===== src/rtl/mem_fill_arbiter.sv =====
`timescale 1ns/1ps
// ---------------------------------------------------------------------------
// mem_fill_arbiter
//
// Shares the single memory4c main-memory port between I-cache block fills,
// D-cache block fills and D-cache write-throughs. A granted miss issues the
// WORDS word addresses of its block, one per cycle. Each returning word is
// steered to the owning cache with a write strobe and word index. The
// owning cache then gets a one-cycle done pulse so it can update
// tag/valid/LRU.
//
// Optional build macro:
//   MEM_ARB_FAIR_EN - when both misses are pending, alternate between the
//                     I- and D-side instead of always favouring I. Writes
//                     stay lowest priority either way.
//
// Ports:
//   clk, rst                  clock, asynchronous active-high reset
//   i_miss / i_miss_addr      I-cache miss request (level) and address
//   d_miss / d_miss_addr      D-cache miss request (level) and address
//   d_wr_req / d_wr_addr /
//   d_wr_data                 write-through request (level), address, data
//   mem_addr, mem_enable,
//   mem_wr, mem_data_in       request side of memory4c
//   mem_data_out,
//   mem_data_valid            read-return side of memory4c
//   fill_data, fill_word      returning word and its index within the block
//   i_fill_we, d_fill_we      data-array write strobes for each cache
//   i_fill_done, d_fill_done  one-cycle block-complete pulses
//   d_wr_ack                  one-cycle write-accepted pulse
//   i_stall, d_stall          pipeline stalls for fetch and memory stages
// ---------------------------------------------------------------------------
module mem_fill_arbiter #(
  parameter int ADDR_W      = 16,
  parameter int MEM_LATENCY = 4,
  parameter int WORDS       = 8
) (
  input  logic                     clk,
  input  logic                     rst,
  input  logic                     i_miss,
  input  logic [ADDR_W-1:0]        i_miss_addr,
  input  logic                     d_miss,
  input  logic [ADDR_W-1:0]        d_miss_addr,
  input  logic                     d_wr_req,
  input  logic [ADDR_W-1:0]        d_wr_addr,
  input  logic [15:0]              d_wr_data,
  output logic [ADDR_W-1:0]        mem_addr,
  output logic                     mem_enable,
  output logic                     mem_wr,
  output logic [15:0]              mem_data_in,
  input  logic [15:0]              mem_data_out,
  input  logic                     mem_data_valid,
  output logic [15:0]              fill_data,
  output logic [$clog2(WORDS)-1:0] fill_word,
  output logic                     i_fill_we,
  output logic                     d_fill_we,
  output logic                     i_fill_done,
  output logic                     d_fill_done,
  output logic                     d_wr_ack,
  output logic                     i_stall,
  output logic                     d_stall
);

  localparam int CNT_W   = $clog2(WORDS);
  // Byte offset bits inside one block (16-bit words, so one extra bit).
  localparam int BLK_LSB = CNT_W + 1;
  localparam logic [ADDR_W-1:0] BLK_MASK  = ~ADDR_W'((1 << BLK_LSB) - 1);
  localparam logic [CNT_W-1:0]  RX_LAST   = CNT_W'(WORDS - 1);
  localparam logic [CNT_W:0]    ISSUE_INC = (CNT_W + 1)'(1);
  localparam logic [CNT_W-1:0]  RX_INC    = CNT_W'(1);

  if (WORDS < 2 || (WORDS & (WORDS - 1)) != 0 || MEM_LATENCY < 1) begin : g_bad_params
    $error("mem_fill_arbiter: WORDS must be a power of two >= 2, MEM_LATENCY >= 1");
  end

  typedef enum logic [1:0] {
    IDLE  = 2'd0,
    IFILL = 2'd1,
    DFILL = 2'd2,
    WRITE = 2'd3
  } state_t;

  state_t              state_q, state_d;
  // One bit wider than a word index: the top bit marks the issue phase done.
  logic [CNT_W:0]      issue_cnt_q, issue_cnt_d;
  logic [CNT_W-1:0]    rx_cnt_q, rx_cnt_d;
  logic [ADDR_W-1:0]   base_q, base_d;
  logic [ADDR_W-1:0]   wr_addr_q, wr_addr_d;
  logic [15:0]         wr_data_q, wr_data_d;
  logic [ADDR_W-1:0]   issue_offset;
  logic                grant_i, grant_d;

`ifdef MEM_ARB_FAIR_EN
  // 1 = the D-side was the last miss served, 0 = the I-side was.
  logic last_grant_q, last_grant_d;
  assign grant_i = i_miss && (!d_miss || last_grant_q);
`else
  assign grant_i = i_miss;
`endif
  assign grant_d = d_miss && !grant_i;

  // The base has its low block bits cleared, so OR-ing in the word offset
  // can never carry into the block number.
  assign issue_offset = {{(ADDR_W - BLK_LSB){1'b0}}, issue_cnt_q[CNT_W-1:0], 1'b0};

  assign fill_data = mem_data_out;
  assign i_stall   = i_miss || (state_q == IFILL);
  assign d_stall   = d_miss || d_wr_req || (state_q == DFILL) || (state_q == WRITE);

  always_ff @(posedge clk or posedge rst) begin
    if (rst) begin
      state_q     <= IDLE;
      issue_cnt_q <= '0;
      rx_cnt_q    <= '0;
      base_q      <= '0;
      wr_addr_q   <= '0;
      wr_data_q   <= '0;
    end else begin
      state_q     <= state_d;
      issue_cnt_q <= issue_cnt_d;
      rx_cnt_q    <= rx_cnt_d;
      base_q      <= base_d;
      wr_addr_q   <= wr_addr_d;
      wr_data_q   <= wr_data_d;
    end
  end

`ifdef MEM_ARB_FAIR_EN
  // Reset to "D served last" so the first contention goes to the I-side.
  always_ff @(posedge clk or posedge rst) begin
    if (rst) begin
      last_grant_q <= 1'b1;
    end else begin
      last_grant_q <= last_grant_d;
    end
  end
`endif

  always_comb begin
    state_d     = state_q;
    issue_cnt_d = issue_cnt_q;
    rx_cnt_d    = rx_cnt_q;
    base_d      = base_q;
    wr_addr_d   = wr_addr_q;
    wr_data_d   = wr_data_q;
`ifdef MEM_ARB_FAIR_EN
    last_grant_d = last_grant_q;
`endif
    mem_addr    = '0;
    mem_enable  = 1'b0;
    mem_wr      = 1'b0;
    mem_data_in = '0;
    fill_word   = '0;
    i_fill_we   = 1'b0;
    d_fill_we   = 1'b0;
    i_fill_done = 1'b0;
    d_fill_done = 1'b0;
    d_wr_ack    = 1'b0;

    case (state_q)
      IDLE: begin
        if (grant_i || grant_d) begin
          state_d     = grant_i ? IFILL : DFILL;
          base_d      = (grant_i ? i_miss_addr : d_miss_addr) & BLK_MASK;
          issue_cnt_d = '0;
          rx_cnt_d    = '0;
`ifdef MEM_ARB_FAIR_EN
          last_grant_d = grant_d;
`endif
        end else if (d_wr_req) begin
          state_d   = WRITE;
          wr_addr_d = d_wr_addr;
          wr_data_d = d_wr_data;
        end
      end

      IFILL, DFILL: begin
        if (!issue_cnt_q[CNT_W]) begin
          mem_enable  = 1'b1;
          mem_addr    = base_q | issue_offset;
          issue_cnt_d = issue_cnt_q + ISSUE_INC;
        end
        // Memory returns words in issue order, so the receive count is
        // the word index; the last one also completes the block.
        if (mem_data_valid) begin
          fill_word = rx_cnt_q;
          i_fill_we = (state_q == IFILL);
          d_fill_we = (state_q == DFILL);
          rx_cnt_d  = rx_cnt_q + RX_INC;
          if (rx_cnt_q == RX_LAST) begin
            i_fill_done = (state_q == IFILL);
            d_fill_done = (state_q == DFILL);
            state_d     = IDLE;
          end
        end
      end

      WRITE: begin
        mem_enable  = 1'b1;
        mem_wr      = 1'b1;
        mem_addr    = wr_addr_q;
        mem_data_in = wr_data_q;
        d_wr_ack    = 1'b1;
        state_d     = IDLE;
      end

      default: state_d = IDLE;
    endcase
  end

endmodule

===== config.mk =====
export PLATFORM = sky130hd
export DESIGN_NAME = mem_fill_arbiter
export DESIGN_NICKNAME = d
export VERILOG_FILES = /design/src/rtl/mem_fill_arbiter.sv
export SDC_FILE = /design/constraint.sdc
export NUM_CORES = 1
export LEC_CHECK = 0
export ABC_AREA = 1
export CAP_MARGIN = 20
export CORE_MARGIN = 4
export CORE_UTILIZATION = 42
export DETAILED_ROUTE_END_ITERATION = 12
export PLACE_DENSITY = 0.81
export SLEW_MARGIN = 20
export SYNTH_ARGS = -nofsm -noshare
export SYNTH_HDL_FRONTEND = slang
export SYNTH_SLANG_ARGS = --single-unit

===== constraint.sdc =====
create_clock -name clk -period 2.1 [get_ports clk]
set_input_delay 0.63 -clock clk [delete_from_list [all_inputs] [get_ports clk]]
set_output_delay 0.63 -clock clk [all_outputs]
set_load 0.05 [all_outputs]

==> results_dict.tcl <==
set metrics [dict create \
    outcome "complete, but fails checks" \
    violations "negative setup slack" \
    synth_seq_cells 53 \
    gr-total-overflow 0 \
    routed-wl-met2_mm 5.31 \
    whs_ns 0.491 \
    design_area_mm2 0.00537 \
    dpl.hpwl_mm 6.57 \
    routed_wl_mm 9.50 \
    grt_max_degree 65 \
    wl_met3_um 374 \
    nNetsFinal 630 \
    fin_util 0.729 \
    numCtsBuffers 5 \
    syn_inst 432 \
    clockBufferDepth 2 \
    dieHeight_um 95.8 \
    fin_crit_ns 2.35 \
    max_slew.worst_pin.slew_ns 0.508 \
    cp.arrival_ns 1.72 \
    cts_tree "yes" \
    placed_area_mm2 0.00496 \
    yosysTopAreaCell "dfrtp_1" \
    leakage_nw 2.58 \
    power_density_mw_per_mm2 1420 \
    rsz0062_at_grt "yes" \
    drv_slew 0 \
    hold_start "wr_addr_q[7]" \
    holdPathEnd "wr_addr_q[7]" \
    finalCritPeriodShare 1.12 \
    peakVddDrop_uv 959 \
    worst-setup-path-type "reg -> out" \
    grt_antenna_before_repair 0 \
    dpl.cell_count 613 \
    postLayoutSetupSlackWorst_ns -0.247 \
    setup_viol 44 \
    critPathCaptureType "primary output" \
    cts-root-buf "clkbuf_8" \
    via_count 3063 \
    place_ws_ns -0.232 \
    total_power_mw 7.63 \
    synth_top_area_frac 0.410 \
    slowest_delay_ns 0.41 \
    drtIter0Drc 95 \
    start_util 0.439 \
    synth_area_mm2 0.00324 \
    core-area_mm2 0.00737 \
    critPathRequiredTime_ns 1.47 \
    gp_congestion 0.772 \
    route.detailed.drc 0 \
    cts_max_level 2 \
    dr.pass1.iters 4 \
    synth_fp_nets 529 \
    worst_r2r_endpoint "wr_data_q[10]" \
    worst_r2r_path_depth 9 \
    cp-start-kind "flip-flop" \
    vias_per_cell 4.84 \
    hold_viol_final 0 \
    cp_cell_sequence "inv_4, ha_4, buf_4, nand3_1, a21oi_4, buf_12" \
    grt_pass1_wl_mm 14.4 \
    fmax_mhz 426 \
    drv_cap 0 \
    r2r_setup_slack_ns 0.33 \
    synth.area.top_cells "dfrtp_1 (41%), nand2_1 (20%), o21ai_2 (8.7%)" \
    whs_path_depth 2 \
    hold_class "reg -> reg" \
    layout.cells.non_filler 633 \
    crit_slowest_cell "dfrtp_2" \
    cts.sinks 53 \
    multi_input_area_mm2 0.00179 \
    cp_max_fo 5 \
    clk_latency_ns 0.31 \
    cp_top_family "flip-flops" \
    ios 146 \
    crit_buf_inv 3 \
    yosys_warnings 0 \
    slew_headroom 0.661 \
    wl_met1_mm 3.62 \
    drive_above_1_share 0.365 \
    ant_nets 0 \
    detail_route.wl_per_cell_um 15.0 \
    grt_pass1_vias 3070 \
    synth-seq-area-share 0.410 \
    fillers 516 \
    top_layer "met4" \
    rows 31 \
    reg2reg_from "state_q[0]" \
    portBuffers 105 \
    diodes 0 \
    die_w_um 95.8 \
    skew_ns 0.00649 \
    die_area_mm2 0.00918 \
    area_growth_pct 66.0 \
    tns_ns -7.64 \
    ff_latch_area_mm2 0.00133 \
    synthDistinctLibCells 23 \
    avgSynthCellArea_um2 7.49 \
    clk_pin_slew_ns 0.10 \
    grt_usage 0.199 \
]
[synth_stat cells (all sizes together)]
master,instances
nand2,172
o21ai,36
clkinv,1
nand3b,2
nor2,12
a21oi,16
buf,34
clkbuf,2
or2,2
ha,11
nand3,23
inv,67
nor3b,1
dfrtp,53
[worst reg2reg max path: stages (launching register included)]
cell     delay, ns
dfrtp_2       0.45
inv_4         0.08
buf_4         0.13
ha_1          0.26
inv_2         0.09
nor2_4        0.14
nand3_4       0.09
buf_12        0.21
nand2_1       0.16
o21ai_2       0.06
[sequential cells by signal, indices dropped and copies added, names as in the netlist]
signal and cells:
state_q 2, wr_addr_q 16, wr_data_q 16, rx_cnt_q 3, base_q 12, issue_cnt_q 4
[cells in the final DEF, fill, tap and decap left out, types with 3 or more instances in the layout]
cell type          n
nor2_1             5
nand2_1          154
inv_2             21
buf_12            48
a21oi_4           16
dfrtp_1           52
buf_6              5
nor2_4             3
ha_1               6
inv_1             45
ha_4               3
nor2_2             4
nand3_2           10
nand3_1           10
nand2_2           17
o21ai_2           32
clkdlybuf4s50_1   60
clkbuf_8           6
buf_4             14
o21ai_0            3
nand3_4            3
[kinds of logic after synthesis]
family,after synthesis,share of synthesized area
simple gates,212,0.267
buf+inv,104,0.160
fa+ha+maj,11,0.0425
compound gates,52,0.121
flops,53,0.410
[layout make-up]
type | count | share of cell area
timing repair buffer | 130 | 0.328
tap | 99 | 0.0231
clock inverter | 1 | 0.00559
sequential | 53 | 0.247
inverter | 68 | 0.0482
multi-input combinational | 275 | 0.332
clock buffer | 7 | 0.0161
[worst max path at each step]
stage,start,to,slack [ns],cells past startpoint
floorplan,state_q[1],d_fill_done,-0.09,5
global placement,mem_data_valid,d_fill_done,-0.20,4
detailed placement,mem_data_valid,d_fill_done,-0.23,4
CTS,state_q[0],mem_addr[7],-0.18,6
global route,state_q[0],mem_addr[14],-0.29,6
finish,state_q[0],mem_addr[8],-0.25,6
[per-layer routing]
layer / global-route usage / vias to the layer above
li1: - / 1481
met1: 0.233 / 1474
met2: 0.375 / 87
met3: 0.0195 / 21
met4: 0.0664 / 0
met5: 0 / -
[power by group]
group | internal (mW) | total (mW) | leakage [nW] | switching, mW
sequential | 1.49 | 1.84 | 0.667 | 0.345
combinational | 2.21 | 5.07 | 1.86 | 2.86
clock | 0.389 | 0.725 | 0.0585 | 0.336
[repair_timing]
action / in CTS / in global routing
resized for setup: 12 / 58
hold buffers: 0 / 0
setup endpoints to repair: 42 / 44
pin swaps: 6 / 15
setup buffers: 7 / 5
Note: power is estimated with default switching activity, not from simulation.
